===== config.mk =====
export PLATFORM = sky130hd
export DESIGN_NAME = ring_link_arbiter
export DESIGN_NICKNAME = d
export VERILOG_FILES = /design/src/rtl/noc_pkg.sv /design/src/rtl/credit_counter.sv /design/src/rtl/ring_link_arbiter.sv
export SDC_FILE = /design/constraint.sdc
export NUM_CORES = 1
export LEC_CHECK = 0
export ABC_CLOCK_PERIOD_IN_PS = 2680
export BUFFER_PORTS_ARGS = -buffer_cell sky130_fd_sc_hd__buf_2
export CAP_MARGIN = 10
export CORE_MARGIN = 8
export CORE_UTILIZATION = 40
export DETAILED_ROUTE_END_ITERATION = 10
export PLACE_DENSITY = 0.64
export SLEW_MARGIN = 0
export SYNTH_ARGS = -nofsm -noshare
export SYNTH_HDL_FRONTEND = slang
export SYNTH_SLANG_ARGS = --single-unit

===== constraint.sdc =====
create_clock -name clk -period 2.68 [get_ports clk]
set_input_delay 0.268 -clock clk [delete_from_list [all_inputs] [get_ports clk]]
set_output_delay 0.268 -clock clk [all_outputs]
set_load 0.03 [all_outputs]

===== src/rtl/noc_pkg.sv =====
// Shared ring NoC definitions: flit encoding, owner codes, link and
// route-lock state encodings.
package noc_pkg;

    localparam int FLIT_W = 8;
    localparam int NODE_W = 2;

    localparam logic [5:0] HEAD_TAG = 6'b101111;
    localparam logic [FLIT_W-1:0] TAIL_FLIT = 8'hFF;

    typedef enum logic [1:0] {
        OWN_NONE = 2'b00,
        OWN_UP   = 2'b01,
        OWN_NI   = 2'b10
    } owner_e;

    typedef enum logic [1:0] {
        L_IDLE = 2'd0,
        L_UP   = 2'd1,
        L_NI   = 2'd2
    } link_state_e;

    typedef enum logic [1:0] {
        R_NONE  = 2'd0,
        R_LINK  = 2'd1,
        R_EJECT = 2'd2
    } route_lock_e;

    function automatic logic is_head(input logic [FLIT_W-1:0] f);
        return f[FLIT_W-1 -: 6] == HEAD_TAG;
    endfunction

    function automatic logic is_tail(input logic [FLIT_W-1:0] f);
        return f == TAIL_FLIT;
    endfunction

endpackage


===== src/rtl/credit_counter.sv =====
// Downstream credit tracker: up/down counter bounded at CREDITS,
// flags a return that would exceed the buffer depth.
module credit_counter #(
    parameter int CREDITS = 4,
    parameter int CW      = 3
) (
    input  logic clk,
    input  logic rst_n,
    input  logic dec,
    input  logic inc,
    output logic avail,
    output logic ovf
);

    localparam logic [CW-1:0] MAX = CW'(CREDITS);

    logic [CW-1:0] count;

    // Credit availability and overflow detection from current count
    always_comb begin
        avail = count != '0;
        ovf   = inc && !dec && (count == MAX);
    end

    // Count update; simultaneous send and return cancel out
    always_ff @(posedge clk or negedge rst_n) begin
        if (!rst_n) begin
            count <= MAX;
        end else if (dec && !inc && avail) begin
            count <= count - 1'b1;
        end else if (inc && !dec && !ovf) begin
            count <= count + 1'b1;
        end
    end

endmodule


===== src/rtl/ring_link_arbiter.sv =====
// Ring node link scheduler: per-packet round-robin between upstream and NI,
// local ejection, credit flow control. Perf counters under RING_ARB_PERF_EN.
module ring_link_arbiter
    import noc_pkg::*;
#(
    parameter int CREDITS = 4,
    parameter int CW      = 3
) (
    input  logic        clk,
    input  logic        rst_n,
    input  logic [1:0]  current_node,
    input  logic [7:0]  up_flit,
    input  logic        up_valid,
    output logic        up_ready,
    input  logic [7:0]  ni_flit,
    input  logic        ni_valid,
    output logic        ni_ready,
    output logic [7:0]  link_flit,
    output logic        link_valid,
    input  logic        credit_in,
    output logic [7:0]  ej_flit,
    output logic        ej_valid,
    input  logic        ej_ready,
    output logic [1:0]  link_owner,
    output logic        proto_err
`ifdef RING_ARB_PERF_EN
    ,
    output logic [15:0] pkt_up_cnt,
    output logic [15:0] pkt_ni_cnt,
    output logic [15:0] pkt_ej_cnt
`endif
);

    link_state_e lstate, lstate_nxt;
    route_lock_e rlock, rlock_nxt;
    logic rr_ni_pref, rr_nxt;

    logic cred_ok, cred_ovf;
    logic up_head, up_tail, up_me;
    logic ni_head, ni_tail;
    logic ej_space;
    logic up_req, ni_req;
    logic grant_up, grant_ni;
    logic up_xfer, ni_xfer;
    logic up_link, up_ej, ni_link;
    logic err, send;
    logic [FLIT_W-1:0] send_flit;

    credit_counter #(
        .CREDITS (CREDITS),
        .CW      (CW)
    ) u_credit (
        .clk   (clk),
        .rst_n (rst_n),
        .dec   (send),
        .inc   (credit_in),
        .avail (cred_ok),
        .ovf   (cred_ovf)
    );

    // Flit classification and round-robin grant among link requesters
    always_comb begin
        up_head  = is_head(up_flit);
        up_tail  = is_tail(up_flit);
        up_me    = up_flit[NODE_W-1:0] == current_node;
        ni_head  = is_head(ni_flit);
        ni_tail  = is_tail(ni_flit);
        ej_space = !ej_valid || ej_ready;
        up_req   = up_valid && up_head && !up_me &&
                   (rlock == R_NONE) && (lstate == L_IDLE);
        ni_req   = ni_valid && ni_head && (lstate == L_IDLE);
        grant_up = up_req && cred_ok && (!ni_req || !rr_ni_pref);
        grant_ni = ni_req && cred_ok && (!up_req || rr_ni_pref);
    end

    // Ready generation; stray body/tail flits are swallowed
    always_comb begin
        up_ready = 1'b0;
        unique case (rlock)
            R_EJECT: up_ready = ej_space;
            R_LINK:  up_ready = cred_ok;
            default: begin
                if (!up_head)
                    up_ready = 1'b1;
                else if (up_me)
                    up_ready = ej_space;
                else
                    up_ready = grant_up;
            end
        endcase
        ni_ready = 1'b0;
        if (lstate == L_NI)
            ni_ready = cred_ok;
        else if (ni_head)
            ni_ready = grant_ni;
        else
            ni_ready = 1'b1;
    end

    // Transfer steering and protocol error detection
    always_comb begin
        up_xfer   = up_valid && up_ready;
        ni_xfer   = ni_valid && ni_ready;
        up_link   = up_xfer && ((rlock == R_LINK) || grant_up);
        up_ej     = up_xfer && ((rlock == R_EJECT) ||
                    ((rlock == R_NONE) && up_head && up_me));
        ni_link   = ni_xfer && ((lstate == L_NI) || grant_ni);
        err       = (up_xfer && (rlock == R_NONE) && !up_head) ||
                    (ni_xfer && (lstate != L_NI) && !ni_head) ||
                    cred_ovf;
        send      = up_link || ni_link;
        send_flit = ni_link ? ni_flit : up_flit;
    end

    // Link FSM, route lock and rr pointer next-state
    always_comb begin
        lstate_nxt = lstate;
        rlock_nxt  = rlock;
        rr_nxt     = rr_ni_pref;
        unique case (lstate)
            L_IDLE: begin
                if (grant_up)
                    lstate_nxt = L_UP;
                else if (grant_ni)
                    lstate_nxt = L_NI;
            end
            L_UP: if (up_link && up_tail) lstate_nxt = L_IDLE;
            L_NI: if (ni_link && ni_tail) lstate_nxt = L_IDLE;
            default: lstate_nxt = L_IDLE;
        endcase
        unique case (rlock)
            R_NONE: begin
                if (grant_up)
                    rlock_nxt = R_LINK;
                else if (up_ej)
                    rlock_nxt = R_EJECT;
            end
            default: if (up_xfer && up_tail) rlock_nxt = R_NONE;
        endcase
        if (grant_up || grant_ni)
            rr_nxt = grant_up;
    end

    // Current link lock as owner code
    always_comb begin
        unique case (lstate)
            L_UP:    link_owner = OWN_UP;
            L_NI:    link_owner = OWN_NI;
            default: link_owner = OWN_NONE;
        endcase
    end

    // State registers and registered output stages
    always_ff @(posedge clk or negedge rst_n) begin
        if (!rst_n) begin
            lstate     <= L_IDLE;
            rlock      <= R_NONE;
            rr_ni_pref <= 1'b1;
            link_flit  <= '0;
            link_valid <= 1'b0;
            ej_flit    <= '0;
            ej_valid   <= 1'b0;
            proto_err  <= 1'b0;
        end else begin
            lstate     <= lstate_nxt;
            rlock      <= rlock_nxt;
            rr_ni_pref <= rr_nxt;
            link_valid <= send;
            if (send)
                link_flit <= send_flit;
            if (up_ej) begin
                ej_flit  <= up_flit;
                ej_valid <= 1'b1;
            end else if (ej_ready) begin
                ej_valid <= 1'b0;
            end
            if (err)
                proto_err <= 1'b1;
        end
    end

`ifdef RING_ARB_PERF_EN
    // Saturating completed-packet counters
    always_ff @(posedge clk or negedge rst_n) begin
        if (!rst_n) begin
            pkt_up_cnt <= '0;
            pkt_ni_cnt <= '0;
            pkt_ej_cnt <= '0;
        end else begin
            if (up_link && up_tail && pkt_up_cnt != 16'hFFFF)
                pkt_up_cnt <= pkt_up_cnt + 16'd1;
            if (ni_link && ni_tail && pkt_ni_cnt != 16'hFFFF)
                pkt_ni_cnt <= pkt_ni_cnt + 16'd1;
            if (up_ej && up_tail && pkt_ej_cnt != 16'hFFFF)
                pkt_ej_cnt <= pkt_ej_cnt + 16'd1;
        end
    end
`endif

endmodule


==> impl_metrics.tcl <==
set metrics [dict create \
    r2r-end "u_credit.count[2]" \
    final.setup.tns_ns 0 \
    synth_edf_count 0 \
    slew_viol_final 0 \
    fp.coreArea_mm2 0.00397 \
    tritoncts "done" \
    track_usage 0.124 \
    criticalPathCategory "register to register" \
    vias_per_cell 5.01 \
    fmax_ghz 0.393 \
    clk_pin_slew_ns 0.10 \
    vdd_drop_max_uv 479 \
    cts.root.buffer_cell "clkbuf_8" \
    cp_cell_sequence "inv_1, ha_1, and3_4, a41o_1, a21bo_1, nand2b_4, nand2_1, fa_1, inv_1, nor2_1, a221o_1, o221ai_1" \
    synth_seq_cells 27 \
    fin_skew_ns 0.00702 \
    critPathMaxFanout 6 \
    dp_hpwl_um 3150 \
    rsz0062_at_grt "no" \
    tightest_slew_ns 0.605 \
    drive_gt1_frac 0.373 \
    vias 1312 \
    clock_path_buffers 2 \
    outcome "finished with violations" \
    cts_setup_buffers 0 \
    synth_mux_area_frac 0.116 \
    synth_top_family_by_area "simple AND/OR/NAND/NOR gates" \
    leakagePower_nw 0.890 \
    grt_pass1_vias 1401 \
    cts_resized 0 \
    numCtsBuffers 3 \
    dieWidth_um 80.1 \
    route.antenna.remaining_nets 0 \
    violations "negative hold slack" \
    die-area_mm2 0.00642 \
    dieHeight_um 80.1 \
    async_flop_share 1.00 \
    yosysWarnings 0 \
    cp_num_buf_inv 2 \
    firstDrtPassIters 4 \
    slowest_stage "dfrtp_1" \
    power.total_mw 1.90 \
    port_buffers 46 \
    fin_area_mm2 0.00197 \
    grt_antenna_before_repair 0 \
    syn-cell-area_mm2 0.00165 \
    num_rows 23 \
    synth_top_flop_cell "dfrtp_1" \
    area_delta_synth_final_pct 20.0 \
    synth_fp_nets 192 \
    synth_compound_area_frac 0.144 \
    routabilityCongestion 0.826 \
    finalHoldViolations 19 \
    critPathLaunch "rlock[0]" \
    setup_viol 0 \
    crit_path_end_kind "register" \
    slowest_delay_ns 0.39 \
    r2r_start "rlock[0]" \
    drt-total-wl_um 3890 \
    fillerInstances 384 \
    relSlewSlack 0.597 \
    grt_max_degree 28 \
    ff2ff_path_depth 12 \
    hold_ws_ns -0.00668 \
    syn_inst 164 \
    layout_worst_path_cycle_share 0.948 \
    synthSimpleGateAreaFrac 0.203 \
    worst_path_most_repeated_cell "inv_1" \
    dp_worst_setup_slack_ns 0.181 \
    path_delay_family "compound AO/OA/AOI/OAI gates" \
    cap_violations 0 \
    endpoint "u_credit.count[2]" \
    r2r_setup_slack_ns 0.14 \
    synthAdderAreaFrac 0.0350 \
    place_area_mm2 0.00193 \
    cts.hold.buffers_added 0 \
    period_needed_ns 2.54 \
    drcViolationCount 0 \
    cts.sinks 27 \
    clock_latency_ns 0.27 \
    cp.depth 12 \
    power.density_mw_per_mm2 962 \
    grt_pass1_wl_um 6460 \
    h-tree-depth 1 \
    fin_ws_ns 0.139 \
    grt_overflow 0 \
    io_pins 47 \
    synthXorXnorAreaFrac 0.0365 \
    antenna_cells 0 \
    cp-start-kind "register" \
    synth.distinct_cells 51 \
    hold_path.class "input port to async pin" \
    nNetsFinal 241 \
    drt_iter0_markers 39 \
    syn_avg_cell_area_um2 10.0 \
    yosysSeqAreaShare 0.412 \
    start_util 0.414 \
    wl_per_cell_um 14.8 \
    cp.arrival_ns 2.73 \
    cp_data_required_time_ns 2.87 \
]
[stage by stage]
stage,hold WS [ns],utilization,cells
finish,-0.00668,0.497,262
global route,0.0355,0.497,262
CTS,0.0104,0.497,262
detailed placement,0.317,0.485,258
global placement,0.332,0.485,258
floorplan,-0.0276,-,164
[layer usage]
layer  GRT usage  vias up  wire [um]  part of all wire
met4      0.0273        0         22            0.0057
met3      0.0413        2        228             0.059
met5           0        -          0                 0
met1       0.157      606       1800              0.46
met2       0.200       31       1840              0.47
li1            -      673          -                 -
[synthesized netlist by cell type (all sizes together), types with 4 or more instances]
library cell | n | share of area
a21oi | 10 | 0.033
mux2i | 10 | 0.061
nor2b | 5 | 0.021
buf | 5 | 0.026
o21ai | 9 | 0.027
dfrtp | 25 | 0.38
nand2 | 12 | 0.027
mux2 | 8 | 0.055
inv | 10 | 0.023
nand4 | 4 | 0.023
nand3 | 6 | 0.018
nor2 | 14 | 0.032
xor2 | 4 | 0.026
[area by class of cell]
cell class	count	area [um2]	share of cell area
Tap cell	50	62.6	0.0317
Sequential cell	27	678	0.343
Clock inverter	1	7.51	0.00380
Clock buffer	3	41.3	0.0209
Inverter	10	37.5	0.0190
Multi-Input combinational cell	120	880	0.446
Timing Repair Buffer	51	268	0.136
[report_power, final]
group	leakage, nW	internal (mW)	switching (mW)
Clock	0.0217	0.105	0.129
Sequential	0.310	0.563	0.116
Combinational	0.558	0.376	0.610
[sequential cells by signal, summed over array words and instances (netlist names)]
name	count
link_valid	1
rlock	2
u_credit.count	3
ej_valid	1
rr_ni_pref	1
lstate	2
proto_err	1
ej_flit	8
link_flit	8
[kinds of logic (layout without fill, tap and decap cells)]
group,count (synthesis),after routing
compound gates,35,35
xor+xnor,6,6
fa+ha+maj,4,4
buf+inv,17,65
flops,27,27
mux,18,18
simple gates,57,57
[worst reg2reg max path, delay by kind of cell, from the launching register on]
kind                     cells  cell delay (ns)
AO/OA/AOI/OAI                4             0.90
adder cells (fa/ha/maj)      2             0.63
flip-flops                   1             0.39
AND/OR/NAND/NOR              4             0.37
buffers and inverters        2             0.16
[placed cells by master (no fill, tap or decap), drive strengths merged, types with 3 or more instances in the layout]
master / instances
xor2: 4
inv: 10
clkbuf: 3
nand3: 6
nand4: 4
a21oi: 10
nor2b: 5
nor3: 3
dfrtp: 25
mux2: 8
nor2: 14
mux2i: 10
o21ai: 9
ha: 3
nand2: 12
and2: 3
buf: 51
[worst min path at each step]
stage,from,endpoint,slack (ns),depth (start not counted)
after floorplan,rst_n,ej_flit[0],-0.03,0
after global placement,rst_n,link_valid,0.33,1
after detailed placement,rst_n,link_flit[4],0.32,1
after CTS,rst_n,link_flit[3],0.01,1
after global routing,rst_n,link_flit[3],0.04,1
final,rst_n,link_flit[3],-0.007,1
Note: power is estimated with default switching activity, not from simulation.
